[src/rtl/fifo_arb_pkg.sv]
// fifo_arb_pkg: shared types and constants for the FIFO write-port arbiter
package fifo_arb_pkg;

   typedef enum logic {IDLE = 1'b0, GRANT = 1'b1} state_t;

   localparam int DEF_NUM_REQ    = 4;
   localparam int DEF_DATA_WIDTH = 8;
   localparam int DEF_MAX_BURST  = 4;

   function automatic int grant_w(input int n);
      return (n <= 2) ? 1 : $clog2(n);
   endfunction

endpackage

[src/rtl/fifo_write_arbiter_if.sv]
// fifo_write_arbiter_if: requester handshake plus FIFO write-port signals
interface fifo_write_arbiter_if
   import fifo_arb_pkg::*;
#(
   parameter int NUM_REQ    = DEF_NUM_REQ,
   parameter int DATA_WIDTH = DEF_DATA_WIDTH
);
   localparam int GW = grant_w(NUM_REQ);

   logic [NUM_REQ-1:0]            req_valid;
   logic [NUM_REQ*DATA_WIDTH-1:0] req_data;
   logic [NUM_REQ-1:0]            req_last;
   logic [NUM_REQ-1:0]            req_ready;
   logic                          full;
   logic                          w_en;
   logic [DATA_WIDTH-1:0]         data_in;
   logic [GW-1:0]                 grant_id;
   logic                          busy;

   modport master (
      output req_valid, req_data, req_last, full,
      input  req_ready, w_en, data_in, grant_id, busy
   );

   modport slave (
      input  req_valid, req_data, req_last, full,
      output req_ready, w_en, data_in, grant_id, busy
   );

endinterface

[src/rtl/fifo_write_arbiter_rr_priority_picker.sv]
// rr_priority_picker: round-robin winner search starting just after last_grant
module rr_priority_picker
   import fifo_arb_pkg::*;
#(
   parameter int NUM_REQ = DEF_NUM_REQ,
   parameter int GW      = grant_w(NUM_REQ)
) (
   input  logic [NUM_REQ-1:0] req,
   input  logic [GW-1:0]      last_grant,
   output logic [GW-1:0]      winner,
   output logic               any_valid
);

   logic [GW-1:0] idx;

   // scan from farthest to nearest so the nearest requester after last_grant wins
   always_comb begin
      winner = '0;
      idx    = '0;
      for (int k = NUM_REQ; k >= 1; k--) begin
         idx = GW'((int'(last_grant) + k) % NUM_REQ);
         if (req[idx]) winner = idx;
      end
      any_valid = |req;
   end

endmodule

[src/rtl/fifo_write_arbiter.sv]
// fifo_write_arbiter: round-robin sharing of the FIFO write port with bounded bursts
module fifo_write_arbiter
   import fifo_arb_pkg::*;
#(
   parameter int NUM_REQ    = DEF_NUM_REQ,
   parameter int DATA_WIDTH = DEF_DATA_WIDTH,
   parameter int MAX_BURST  = DEF_MAX_BURST
) (
   input logic                 clk_master,
   input logic                 reset,
   fifo_write_arbiter_if.slave bus
);

   localparam int GW = grant_w(NUM_REQ);
   localparam int BW = grant_w(MAX_BURST);

   state_t        state, state_n;
   logic [GW-1:0] grant_id, grant_n, last_grant, last_n, winner;
   logic [BW-1:0] beat_cnt, beat_n;
   logic          any_valid, sel_valid, sel_last, xfer;

   rr_priority_picker #(.NUM_REQ(NUM_REQ)) u_picker (
      .req        (bus.req_valid),
      .last_grant (last_grant),
      .winner     (winner),
      .any_valid  (any_valid)
   );

   assign sel_valid     = bus.req_valid[grant_id];
   assign sel_last      = bus.req_last[grant_id];
   assign xfer          = (state == GRANT) && sel_valid && !bus.full;
   assign bus.w_en      = xfer;
   assign bus.req_ready = NUM_REQ'(xfer) << grant_id;
   assign bus.data_in   = (state == GRANT) ? bus.req_data[int'(grant_id)*DATA_WIDTH +: DATA_WIDTH] : '0;
   assign bus.grant_id  = grant_id;
   assign bus.busy      = (state == GRANT);

   // state and grant bookkeeping; reset clears everything without waiting for a clock
   always_ff @(posedge clk_master or negedge reset) begin
      if (!reset) begin
         state      <= IDLE;
         grant_id   <= '0;
         beat_cnt   <= '0;
         last_grant <= GW'(NUM_REQ - 1);
      end else begin
         state      <= state_n;
         grant_id   <= grant_n;
         beat_cnt   <= beat_n;
         last_grant <= last_n;
      end
   end

   // arbitrate in IDLE; in GRANT count beats and release on last, burst limit or dropped valid
   always_comb begin
      state_n = state;
      grant_n = grant_id;
      beat_n  = beat_cnt;
      last_n  = last_grant;
      if (state == IDLE) begin
         if (any_valid) begin
            state_n = GRANT;
            grant_n = winner;
            beat_n  = '0;
         end
      end else if (xfer) begin
         beat_n = beat_cnt + BW'(1);
         if (sel_last || beat_cnt == BW'(MAX_BURST - 1)) begin
            state_n = IDLE;
            last_n  = grant_id;
         end
      end else if (!sel_valid) begin
         state_n = IDLE;
         last_n  = grant_id;
      end
   end

endmodule
[src/flat_wrapper.sv]
// flat-port wrapper written by rule: the top's interface ports become plain ports
module fifo_write_arbiter_flat import fifo_arb_pkg::*;
#(
   parameter int NUM_REQ    = DEF_NUM_REQ,
   parameter int DATA_WIDTH = DEF_DATA_WIDTH,
   parameter int MAX_BURST  = DEF_MAX_BURST
)
  (clk_master, reset, bus_req_valid, bus_req_data, bus_req_last, bus_full, bus_req_ready, bus_w_en, bus_data_in, bus_grant_id, bus_busy);
  fifo_write_arbiter_if #(.NUM_REQ(NUM_REQ), .DATA_WIDTH(DATA_WIDTH)) bus_i ();
  input logic clk_master;
  input logic reset;
  input wire logic [$bits(bus_i.req_valid)-1:0] bus_req_valid;
  input wire logic [$bits(bus_i.req_data)-1:0] bus_req_data;
  input wire logic [$bits(bus_i.req_last)-1:0] bus_req_last;
  input wire logic [$bits(bus_i.full)-1:0] bus_full;
  output wire logic [$bits(bus_i.req_ready)-1:0] bus_req_ready;
  output wire logic [$bits(bus_i.w_en)-1:0] bus_w_en;
  output wire logic [$bits(bus_i.data_in)-1:0] bus_data_in;
  output wire logic [$bits(bus_i.grant_id)-1:0] bus_grant_id;
  output wire logic [$bits(bus_i.busy)-1:0] bus_busy;
  assign bus_i.req_valid = bus_req_valid;
  assign bus_i.req_data = bus_req_data;
  assign bus_i.req_last = bus_req_last;
  assign bus_i.full = bus_full;
  assign bus_req_ready = bus_i.req_ready;
  assign bus_w_en = bus_i.w_en;
  assign bus_data_in = bus_i.data_in;
  assign bus_grant_id = bus_i.grant_id;
  assign bus_busy = bus_i.busy;
  fifo_write_arbiter #(.NUM_REQ(NUM_REQ), .DATA_WIDTH(DATA_WIDTH), .MAX_BURST(MAX_BURST)) u_core (.clk_master(clk_master), .reset(reset), .bus(bus_i));
endmodule
[config.mk]
export PLATFORM = sky130hd
export DESIGN_NAME = fifo_write_arbiter_flat
export DESIGN_NICKNAME = d
export VERILOG_FILES = /design/src/rtl/fifo_arb_pkg.sv /design/src/rtl/fifo_write_arbiter_if.sv /design/src/rtl/fifo_write_arbiter_rr_priority_picker.sv /design/src/rtl/fifo_write_arbiter.sv /design/src/flat_wrapper.sv
export SDC_FILE = /design/constraint.sdc
export NUM_CORES = 1
export LEC_CHECK = 0
export ABC_AREA = 1
export CAP_MARGIN = 25
export CORE_UTILIZATION = 40
export DETAILED_ROUTE_END_ITERATION = 7
export GPL_TIMING_DRIVEN = 0
export MAX_ROUTING_LAYER = met4
export PLACE_DENSITY = 0.93
export SETUP_SLACK_MARGIN = 0.3
export SLEW_MARGIN = 40
export SYNTH_ARGS = -nofsm -noshare
export SYNTH_HDL_FRONTEND = slang
export SYNTH_HIERARCHICAL = 1
export SYNTH_SLANG_ARGS = --single-unit
export TNS_END_PERCENT = 50
[constraint.sdc]
create_clock -name clk_master -period 4.95 [get_ports clk_master]
set_clock_uncertainty 0.2 [all_clocks]
set_input_delay 0.99 -clock clk_master [delete_from_list [all_inputs] [get_ports clk_master]]
set_output_delay 0.99 -clock clk_master [all_outputs]
set_load 0.005 [all_outputs]
==> summary by stage, run 1 <==
Run status
The flow ran to the end, and the final reports show no timing, DRC or antenna violations.

Routing
The final route contains about 1.3k vias. Dividing the detail-routed via count by the number of cells gives 4.973. The number of iterations in the first detailed-routing pass is 4. The first-iteration detailed-routing DRC count is 38.

The overall routed net length is 3.139 mm. The final antenna-violating net count is 0. The post-detailed-route wirelength per cell is around 12 microns.

The residual DRC count is 0.

Placement
During placement, the flow inserted port buffers numbering 58. The detailed-placement wirelength estimate is between 2 and 2.5 mm. The global placement routability congestion is approximately 0.85. The number of placed cells counting well taps is 260.

Power and ir drop
Cell internal power was estimated by the tool at between 0.4 and 0.5 mW. For this design the total switching power over the nets is ~0.44 mW. The design draws between 0.9 and 1 mW. The net switching fraction of the power is between 40 and 50%. Power spread over the standard cell area amounts to around 560 mW/mm^2. The proportion of power drawn by the clock network is between 5 and 6%. The peak supply drop is between 0.0004 and 0.0005 V.

The part of the total power dissipated in sequential elements is 13.8%. The share of total power dissipated in combinational logic is 80.6%. The static leakage is between 0.7 and 0.8 nW.

Die
For this configuration, the core starts out at a cell density of between 40% and 50%. The overall die width is slightly above 50 microns. The core region is about 0.0023 sq mm. The floorplan row count is 17. The floorplan die area is roughly 0.0027 sq mm. The floorplan step set the die height to roughly 51 microns. The number of primary I/O pins is 59.

Clock network
The CTS buffer count is 3. Buffers inserted to repair hold after CTS numbered 0. The CTS sink count is 7.

The insertion delay to the later sink of the worst-skew pair is roughly 0.25 ns. In this run the number of H-tree levels came out at 1. The cell at the root of the clock tree is clkbuf_4. Counting along the longest clock path gives a buffer depth of 2. Clock-pin slew was measured on the worst setup and hold paths at ~0.050 ns. The clock tree from TritonCTS is done. The post-cts sizing count is 0.

The post-CTS setup buffer count is 0.

Final layout
The fraction of final layout cells with drive strength greater than 1 is about 14%. Leaving out fill and tap cells, the most frequent cell in the layout is clkdlybuf4s50_1. In the final design database the tool counted about 280 nets. The area growth from synthesis to final layout is 65.52%. Leaving out fill and tap cells, the most frequent cells in the layout are 58 x clkdlybuf4s50_1, 44 x nor2_1, 41 x nand2_1, 13 x o21ai_0. The antenna cell count is 0. The count of cells in the finished layout, fillers not included, comes to ~260.

Worst setup path
The depth of the most critical reg-to-reg path is 12. The data arrival time at the worst-slack endpoint is around 2.6 ns. Along the worst path, the maximum fanout reaches 4. The number of buffers and inverters on the critical path is 3. The destination of the worst register-to-register timing path is u_core/bus.grant_id[0].

STA classifies the critical path endpoint as a primary output. The critical path required time is roughly 3.8 ns. The standard cell with the maximum stage delay on the critical path is clkdlybuf4s50_1. The category of the worst setup path launch point is a primary input. The stage delay of the slowest cell on the critical path is around 0.52 ns. The gate family responsible for the most delay along the worst path is buffers and inverters.

Walking the worst path, the cells encountered are clkdlybuf4s50_1, nand2_1, nand3_1, nand3_2, inv_2, nand2_1, nor2_1, clkdlybuf4s50_1. The reg-to-reg startpoint is u_core/last_grant[0]. The setup slack on the worst flop-to-flop path is around 3.2 ns. The critical path class is in -> out.

Global routing
The wire length of the first global-routing pass is about 5.2 mm. The via count of the first global-routing pass is between 1k and 1.5k. The sum of overflow across all layers after global routing is 0.

The initial antenna violation count came to 0. Entering global routing, the biggest net connects 11 pins. The overall fraction of global-route tracks in use is between 20% and 30%.

Timing
In this run the tightest slew margin relative to its limit is a little over two thirds. The number of endpoints with negative hold slack in the final report is 0. The setup TNS is 0 ns. Setup repair after global routing left no endpoint under its margin.

The achievable clock frequency is 264.1 MHz. The transition time at the pin with the least slew margin is ~0.44 ns. After layout, the minimum clock period comes to around 3.8 ns. In the finished design, the share of the clock period the worst path needs comes to 76.49%. The total of endpoints with negative setup slack in the final report is 0. The number of pins exceeding their max-slew limit in the final report is 0.

Hold path
The end of the worst hold path is u_core/last_grant[0]. In this run the most critical hold path is launched from u_core/last_grant[0]. The worst hold path passes through 2 cells. The classification of the worst-slack hold path is reg -> reg.

Logic synthesis
The largest total area in the synthesized netlist belongs to nor2_1. Counting every instance in the synthesized netlist gives 174. The flip-flop and latch count after synthesis is 7.

For this run, the number of Yosys warnings is 6. Sorting the synthesized cells by area gives the leading types as nor2_1 17%, nand2_1 16%, dfrtp_1 13%, o21ai_0 6.6%, nand3_1 5.6%. The register area share after synthesis is 18.14%. After synthesis, the netlist uses 23 different library cells. The synthesized area per cell is approximately 5.6 sq um. After synthesis, the largest area contributor takes up between 10% and 20% of total cell area.

In this run the cell area of the synthesized design comes to ~980 sq um. Synthesis produced a netlist with a net count of roughly 220.

Flow run
The max-cap check violation count is 0.
## worst register-to-register path: cells and delay by family, from the launching register on
| family | cells | cell delay, ns |
|---|---|---|
| simple gates | 8 | 0.55 |
| flops | 1 | 0.53 |
| buf+inv | 2 | 0.19 |
| compound gates | 2 | 0.13 |
## layer usage
layer  global-route usage [%]  up-vias  share of wire [%]
met5                        -        -                  0
met4                    5.405        0               0.61
met3                    4.094        2                6.9
met2                    45.89       48                 49
met1                    30.99      585                 43
li1                         -      678                  -
## stage by stage
stage | utilization (%) | setup WS (ns) | cell area, sq um | hold WS (ns)
2_1_floorplan | - | 2.259 | 979.7 | 0.2716
3_3_place_gp | 70.75 | 1.181 | 1595 | 0.2895
3_5_place_dp | 70.75 | 1.157 | 1595 | 0.2945
4_1_cts | 71.92 | 1.156 | 1622 | 0.3042
5_1_grt | 71.92 | 1.045 | 1622 | 0.3173
6_report | 71.92 | 1.164 | 1622 | 0.3071
## synthesized netlist by cell type
master,count
a21oi_1,10
a21oi_2,1
buf_1,1
buf_2,2
buf_4,2
buf_6,3
dfrtp_1,5
dfstp_2,2
ha_1,1
inv_1,11
inv_2,3
inv_4,2
nand2_1,41
nand2_2,8
nand2_4,3
nand3_1,11
nand3_2,2
nand3b_1,1
nand4_1,1
nor2_1,44
o21ai_0,13
o21ai_1,4
o21ai_2,3
## sequential cells by signal (all words and copies together), names as in the netlist
name,cells
u_core/beat_cnt,2
u_core/bus.grant_id,2
u_core/last_grant,2
u_core/bus.busy,1
## power by group through the flow
stage               sequential (mW)  combinational [mW]  clock [mW]
finish                        0.125               0.730      0.0512
global route                  0.130               0.809      0.0567
CTS                           0.124               0.733      0.0533
detailed placement            0.125               0.729           0
global placement              0.125               0.710           0
floorplan                     0.121               0.478           0
## cell type report
cell class / count / area [sq um]
clock buffer: 4 / 26.28
multi-input combinational: 143 / 674.4
inverter: 16 / 65.06
fill: 205 / 633.1
sequential: 7 / 177.7
buffer: 8 / 62.56
tap: 28 / 35.03
timing repair buffer: 58 / 580.6
## worst max-delay path by stage
stage	cells past startpoint	from	slack [ns]	end
finish	8	bus_req_valid[1]	1.16	bus_req_ready[0]
global route	8	bus_req_valid[1]	1.05	bus_req_ready[2]
CTS	8	bus_req_valid[1]	1.16	bus_req_ready[0]
detailed placement	8	bus_req_valid[1]	1.16	bus_req_ready[0]
global placement	8	bus_req_valid[1]	1.18	bus_req_ready[2]
floorplan	5	bus_full	2.26	bus_req_ready[0]
## kinds of logic after synthesis
family	after synthesis	synth area share (%)
buf+inv	24	13.03
simple gates	111	50.19
flops	7	18.14
compound gates	31	17.37
fa+ha+maj	1	1.277
No activity file was read; power rests on OpenSTA's default activity.
==> inputs of run 2 (changes only) <==
--- a/config.mk
+++ b/config.mk
@@ -7,11 +7,11 @@
 export LEC_CHECK = 0
 export ABC_AREA = 1
 export CAP_MARGIN = 25
-export CORE_UTILIZATION = 40
+export CORE_UTILIZATION = 37
 export DETAILED_ROUTE_END_ITERATION = 7
 export GPL_TIMING_DRIVEN = 0
 export MAX_ROUTING_LAYER = met4
-export PLACE_DENSITY = 0.93
+export PLACE_DENSITY = 0.88
 export SETUP_SLACK_MARGIN = 0.3
 export SLEW_MARGIN = 40
 export SYNTH_ARGS = -nofsm -noshare
==> constraint.sdc (replaced) <==
create_clock -name clk_master -period 3.65 [get_ports clk_master]
set_clock_uncertainty 0.2 [all_clocks]
set_input_delay 0.73 -clock clk_master [delete_from_list [all_inputs] [get_ports clk_master]]
set_output_delay 0.73 -clock clk_master [all_outputs]
set_load 0.005 [all_outputs]
==> run 2 against run 1 <==
Against the previous run: critical path depth stayed put; core utilization decreased by 6.7 points; highest routed layer unchanged; critical endpoint is now bus_req_ready[2]; non-clock buffer count grew 1; sequential power up 37%; design area grew 0.62%; total power rose by 37%; worst hold slack lost 0.015 ns; sequential share of layout area decreased by 0.067 points; largest power group unchanged; wire length fell by 1.2%; clock-buffer cell count did not move.
==> summary by stage, run 2 (same netlist as run 1, synthesis figures left out) <==
Global routing
The largest net degree at the start of global routing is 11. The via count of the first global-routing pass is around 1.0k. The sum of overflow across all layers after global routing is 0. The overall fraction of global-route tracks in use is between 20% and 30%.

The initial antenna violation count came to 0. The wire length of the first global-routing pass is roughly 4.7 mm.

Routing
The ratio of routed vias to standard cells is 4.772. For this block, the initial DRC count from the detailed router was 32. The residual DRC count is 0.

The post-detailed-route wirelength per cell is between 10 and 15 microns. The detailed-route via count is between 1k and 1.5k. The final antenna-violating net count is 0. The routed design has roughly 3.1 mm of wire. The number of iterations in the first detailed-routing pass is 4.

Run status
The run finished with clean final reports.

Clock network
The number of buffers inserted by hold repair at cts is 0. The longest clock path from root to sink contains 2 buffers. TritonCTS built the clock tree.

In this run the number of H-tree levels came out at 1. The insertion delay to the later sink of the worst-skew pair is 0.25 ns. The post-cts sizing count is 0. The post-CTS setup buffer count is 0. The clock slew at the register clock pins of the worst setup and hold paths is about 0.050 ns. The clock net in this run drives a total of 7 sinks.

The root buffer cell chosen for the clock tree is clkbuf_4. The CTS buffer count is 3.

Final layout
The net total in the final layout is between 200 and 300. The library cell used most frequently in the layout, excluding fill and tap cells, is clkdlybuf4s50_1. The utilization of the core after routing is ~65%. 0 antenna diodes ended up in the layout. The number of filler instances in the final layout is 226. The largest registers in the layout are u_core/beat_cnt x2, u_core/bus.grant_id x2, u_core/last_grant x2. The fraction of final layout cells with drive strength greater than 1 is between 10% and 20%. Excluding fillers, the count of instances in the completed layout stands at ~270.

The library cells used most frequently in the layout, excluding fill and tap cells, are 58 x clkdlybuf4s50_1, 44 x nor2_1, 41 x nand2_1, 13 x o21ai_0. Compared with the post-synthesis result, the final layout area differs by 66.54%.

Placement
The count of input and output buffers is 58. Including well taps, the total number of placed cells is approximately 260. Timing analysis after detailed placement gives a worst setup slack of a little over 0.4 ns. The detailed-placement wirelength estimate is between 2 and 2.5 mm. At the end of routability-driven placement, the weighted congestion stood at 0.8696.

Die
During I/O placement, the number of pins put on the boundary was about 60. The area inside the core boundary is about 0.0025 sq mm. For this configuration, the core starts out at a cell density of slightly below 40%. After floorplanning, the core was divided into 18 placement rows. The die covers between 0.002 and 0.003 sq mm. The overall die width is 53.46 microns. The height of the die is around 53 microns.

Timing
The achievable clock frequency is 311.6 MHz. The number of endpoints with negative hold slack in the final report is 0. The worst hold-check slack is 0.2921 ns.

Setup violations remaining at the end of the flow were counted as 0. The worst pin sits at a relative slew slack of roughly 70%. The period utilization is 87.92%.

Subtracting the final worst setup slack from the clock period gives around 3.2 ns. The worst setup slack after layout is between 0.4 and 0.5 ns. The number of pins exceeding their max-slew limit in the final report is 0. The transition time at the pin with the least slew margin is between 0.4 and 0.5 ns. Setup repair after global routing left no endpoint under its margin. The setup TNS is 0 ns.

Worst setup path
Traced cell by cell, the critical path runs through clkdlybuf4s50_1, nand2_4, nand3_2, nand3_2, inv_2, nand2_1, nor2_1, clkdlybuf4s50_1. The gate family responsible for the most delay along the worst path is buffers and inverters. The reg-to-reg startpoint is u_core/last_grant[0]. STA classifies the critical path startpoint as a primary input. At the worst endpoint, the required time is ~2.7 ns.

The data arrival time at the worst-slack endpoint is roughly 2.3 ns. In this run the worst path has a maximum fanout of 4. The stage delay of the slowest cell on the critical path is 0.56 ns.

The worst register-to-register path has a setup slack of roughly 1.9 ns. The worst setup path is captured at a primary output. The slowest stage of the critical path belongs to the cell clkdlybuf4s50_1.

Together, buffers and inverters on the worst path number 3. The worst setup path is of the in -> out kind. The startpoint of the most critical setup path is bus_req_valid[2].

Power and ir drop
VDD sags by at most slightly above 0.0005 V. The power density over cell area is 761.3 mW/mm^2. The static leakage is 0.7673 nW.

Hold path
In this run the most critical hold path is launched from u_core/last_grant[0]. The min-delay analysis places its worst path in the category reg -> reg.

Flow run
Across the run, the number of max-cap violations was 0.
## run 2: cell count changes in the layout (fill, tap and decap cells not counted), sizes merged
cell / change
buf: +1
## run 2: tightest hold or removal path: cells and delay by family, from the launching register on
| kind | cells | cell delay [ns] |
|---|---|---|
| AND/OR/NAND/NOR | 2 | 0.12 |
| flip-flops | 1 | 0.37 |
## run 2: power by group
part | internal [mW] | switching [mW]
clock | 0.0418 | 0.0298
combinational | 0.464 | 0.535
sequential | 0.125 | 0.0460
total | 0.631 | 0.611
## run 2: worst paths after layout
| kind | endpoint | depth (start not counted) |
|---|---|---|
| max in group asynchronous | u_core/last_grant[1] | 1 |
| min in group asynchronous | u_core/beat_cnt[1] | 1 |
| worst max register to register | u_core/bus.grant_id[0] | 12 |
| worst max-delay path | bus_req_ready[2] | 8 |
| worst min register to register | u_core/last_grant[0] | 2 |
| worst min-delay path | u_core/last_grant[0] | 2 |
## run 2: cell type report
| cell class | count | area (sq um) | share of cell area (%) |
|---|---|---|---|
| buffer | 8 | 62.56 | 3.834 |
| clock buffer | 4 | 26.28 | 1.610 |
| multi-input combinational | 143 | 674.4 | 41.33 |
| timing repair buffer | 59 | 588.1 | 36.04 |
| inverter | 16 | 65.06 | 3.988 |
| tap | 30 | 37.54 | 2.301 |
| sequential | 7 | 177.7 | 10.89 |
## run 2: stage by stage
stage	cell area, sq um	power, mW
3_3_place_gp	1598	1.140
5_1_grt	1632	1.373
3_5_place_dp	1598	1.165
2_1_floorplan	979.7	0.8117
6_report	1632	1.242
4_1_cts	1624	1.241
## run 2: layer usage
| layer | GRT usage, % | wire [microns] |
|---|---|---|
| met3 | 2.586 | 231 |
| met4 | 10.53 | 60 |
| met5 | - | 0 |
| met2 | 36.04 | 1368 |
| met1 | 30.77 | 1441 |
==> inputs of run 3 (changes only) <==
--- a/config.mk
+++ b/config.mk
@@ -9,7 +9,6 @@
 export CAP_MARGIN = 25
 export CORE_UTILIZATION = 37
 export DETAILED_ROUTE_END_ITERATION = 7
-export GPL_TIMING_DRIVEN = 0
 export MAX_ROUTING_LAYER = met4
 export PLACE_DENSITY = 0.88
 export SETUP_SLACK_MARGIN = 0.3
==> run 3 against run 2 <==
Against the previous run: clock power shrank 4.3%; setup slack lost 0.027 ns; worst hold slack gained 0.021 ns; cell count shrank 2.6%.
==> summary by stage, run 3 (same netlist as run 1, synthesis figures left out) <==
Final layout
The number of filler instances in the final layout is around 230. Summing all multi-input logic gate instances after layout gives about 680 sq um. Relative to the synthesized area, the layout overhead comes to 61.69%. The most frequent standard cell in the layout excluding fill and tap cells is clkdlybuf4s50_1.

For this run, the post-layout net count is roughly 280. The antenna cell count is 0. In the final layout, the registers with the most flip-flops are u_core/beat_cnt x2, u_core/bus.grant_id x2, u_core/last_grant x2. Once layout is done, the placed cells without fillers occupy about 0.0016 sq mm. Leaving out fill and tap cells, the most frequent cells in the layout are 57 x clkdlybuf4s50_1, 44 x nor2_1, 41 x nand2_1, 13 x o21ai_0, 11 x inv_1. Of the cells placed in the final design, the portion with a size suffix greater than 1 is 13.04%. The sequential cell area is between 150 and 200 sq um.

Timing
The tightest slew margin relative to the limit is 65.28%. The number of pins exceeding their max-slew limit in the final report is 0. The setup TNS is 0 ns. At the pin with the least slew margin, the transition time is between 0.5 and 0.6 ns. The number of endpoints with negative hold slack in the final report is 0. Static timing analysis puts the maximum clock frequency at 309.0 MHz. The final critical path takes up between 80% and 90% of the cycle.

The total of endpoints with negative setup slack in the final report is 0. Setup repair after global routing left no endpoint under its margin. The worst path in the final design needs a cycle of approximately 3.2 ns, including I/O delays and setup.

Routing
The first detailed-routing pass took 4 iterations. After detailed routing, the total wire length is about 3 mm. The post-detailed-route wirelength per cell is around 12 microns. The final antenna-violating net count is 0. The first-iteration detailed-routing DRC count is 30.

Dividing the detail-routed via count by the number of cells gives just under 5. The residual DRC count is 0. The detailed-route via count is around 1.3k.

Flow run
Max-cap violations in this run came to 0.

Clock network
The clock tree from TritonCTS is done. The cell sitting at the root of the clock tree is a clkbuf_4. The number of buffers on the longest clock path is 2. Clock tree synthesis inserted a total of 3 buffers. Clock-pin slew was measured on the worst setup and hold paths at roughly 0.050 ns.

Clock tree synthesis found a total of 7 sinks. The CTS H-tree depth is 1. The post-CTS setup buffer count is 0. The insertion delay to the later sink of the worst-skew pair is ~0.25 ns.

Die
The area inside the core boundary is roughly 0.0025 sq mm. The number of primary I/O pins is between 50 and 60. The height of the die is ~53 microns. The initial utilization of the core area, before any placement, comes to about 40%. The overall die width is roughly 53 microns. After floorplanning, the core was divided into 18 placement rows. The floorplan die area is between 0.002 and 0.003 sq mm.

Placement
The detailed-placement wirelength estimate is around 2.4 mm. The post-place instance area is approximately 0.0016 sq mm. Routability-driven placement finished with a final weighted congestion of 0.8672. Buffers placed on the I/O ports in this run total 58.

Worst setup path
The critical path class is in -> out. The maximum fanout encountered on the critical timing path is 4. The data arrival time at the worst-slack endpoint is about 2.3 ns. The category of the worst setup path launch point is a primary input. The kind of end point of the critical path is a primary output. Data on the critical path is required at its endpoint by 2.72 ns.

Power and ir drop
Power spread over the standard cell area amounts to ~750 mW/mm^2. Summed over all cells, the static leakage comes to 0.7555 nW. The worst-case IR drop observed on VDD is between 0.0007 and 0.0008 V.

Global routing
The first global-routing pass estimated between 4 and 5 mm of wire. The initial antenna violation count is 0. The largest net degree at the start of global routing is 24. The sum of overflow across all layers after global routing is 0. Across every metal layer, demand over resource in global routing totals roughly 23%. The via count of the first global-routing pass is a little over 1k.

Run status
The run finished with clean final reports.

Hold path
In this run the worst hold path is classified as reg -> reg.
==> run 3: final cells by class <==
class	instances	share of cell area (%)
repair buffers	60	37.76
multi-input cells	143	42.89
flip-flops and latches	7	11.22
clock buffers	4	1.659
inverters	16	4.107
well taps	30	2.370
==> run 3: worst max-delay path, cell delays in order <==
cell and delay [ns]:
clkdlybuf4s50_1 0.50, nand2_1 0.08, nand3_2 0.10, nand3_2 0.11, inv_2 0.10, nand2_1 0.07
nor2_1 0.10, clkdlybuf4s50_1 0.51
==> run 3: worst paths after layout <==
kind / from / end / slack, ns / cells after the start
worst max-delay path: bus_req_valid[1] / bus_req_ready[1] / 0.41 / 8
min in group asynchronous: reset / u_core/bus.busy / 0.53 / 1
worst max register to register: u_core/bus.grant_id[1] / u_core/last_grant[1] / 1.83 / 9
max in group asynchronous: reset / u_core/last_grant[1] / 2.44 / 1
worst min register to register: u_core/beat_cnt[1] / u_core/beat_cnt[1] / 0.31 / 2
worst min-delay path: u_core/beat_cnt[1] / u_core/beat_cnt[1] / 0.31 / 2
==> run 3: routing by layer <==
| metal | global-route usage, % | vias to the layer above | routed length [microns] |
|---|---|---|---|
| met4 | 8.772 | 0 | 51 |
| li1 | - | 665 | - |
| met1 | 29.50 | 566 | 1359 |
| met2 | 36.88 | 45 | 1392 |
| met5 | - | - | 0 |
| met3 | 3.161 | 6 | 240 |
==> run 3: per-stage QoR <==
stage          setup slack, ns  hold slack [ns]  utilization, %  instances  power, mW
2_1_floorplan            1.479           0.2344               -        174     0.8117
3_3_place_gp            0.4160           0.2924           62.01        256      1.092
3_5_place_dp            0.3608           0.3031           62.01        256      1.108
4_1_cts                 0.3527           0.3146           63.06        260      1.181
5_1_grt                 0.3178           0.3510           63.36        260      1.310
6_report                0.4142           0.3134           63.36        260      1.182
==> run 3: what timing repair did <==
item	CTS	global route
gates resized for setup	0	2
setup endpoints to repair	0	4
hold buffers	0	0
==> run 3: power by group <==
part / switching (mW) / total, mW / internal (mW) / leakage (nW)
clock network: 0.0269 / 0.0685 / 0.0416 / 0.0150
logic: 0.499 / 0.918 / 0.419 / 0.660
registers: 0.0701 / 0.196 / 0.126 / 0.0805
total: 0.596 / 1.18 / 0.586 / 0.755
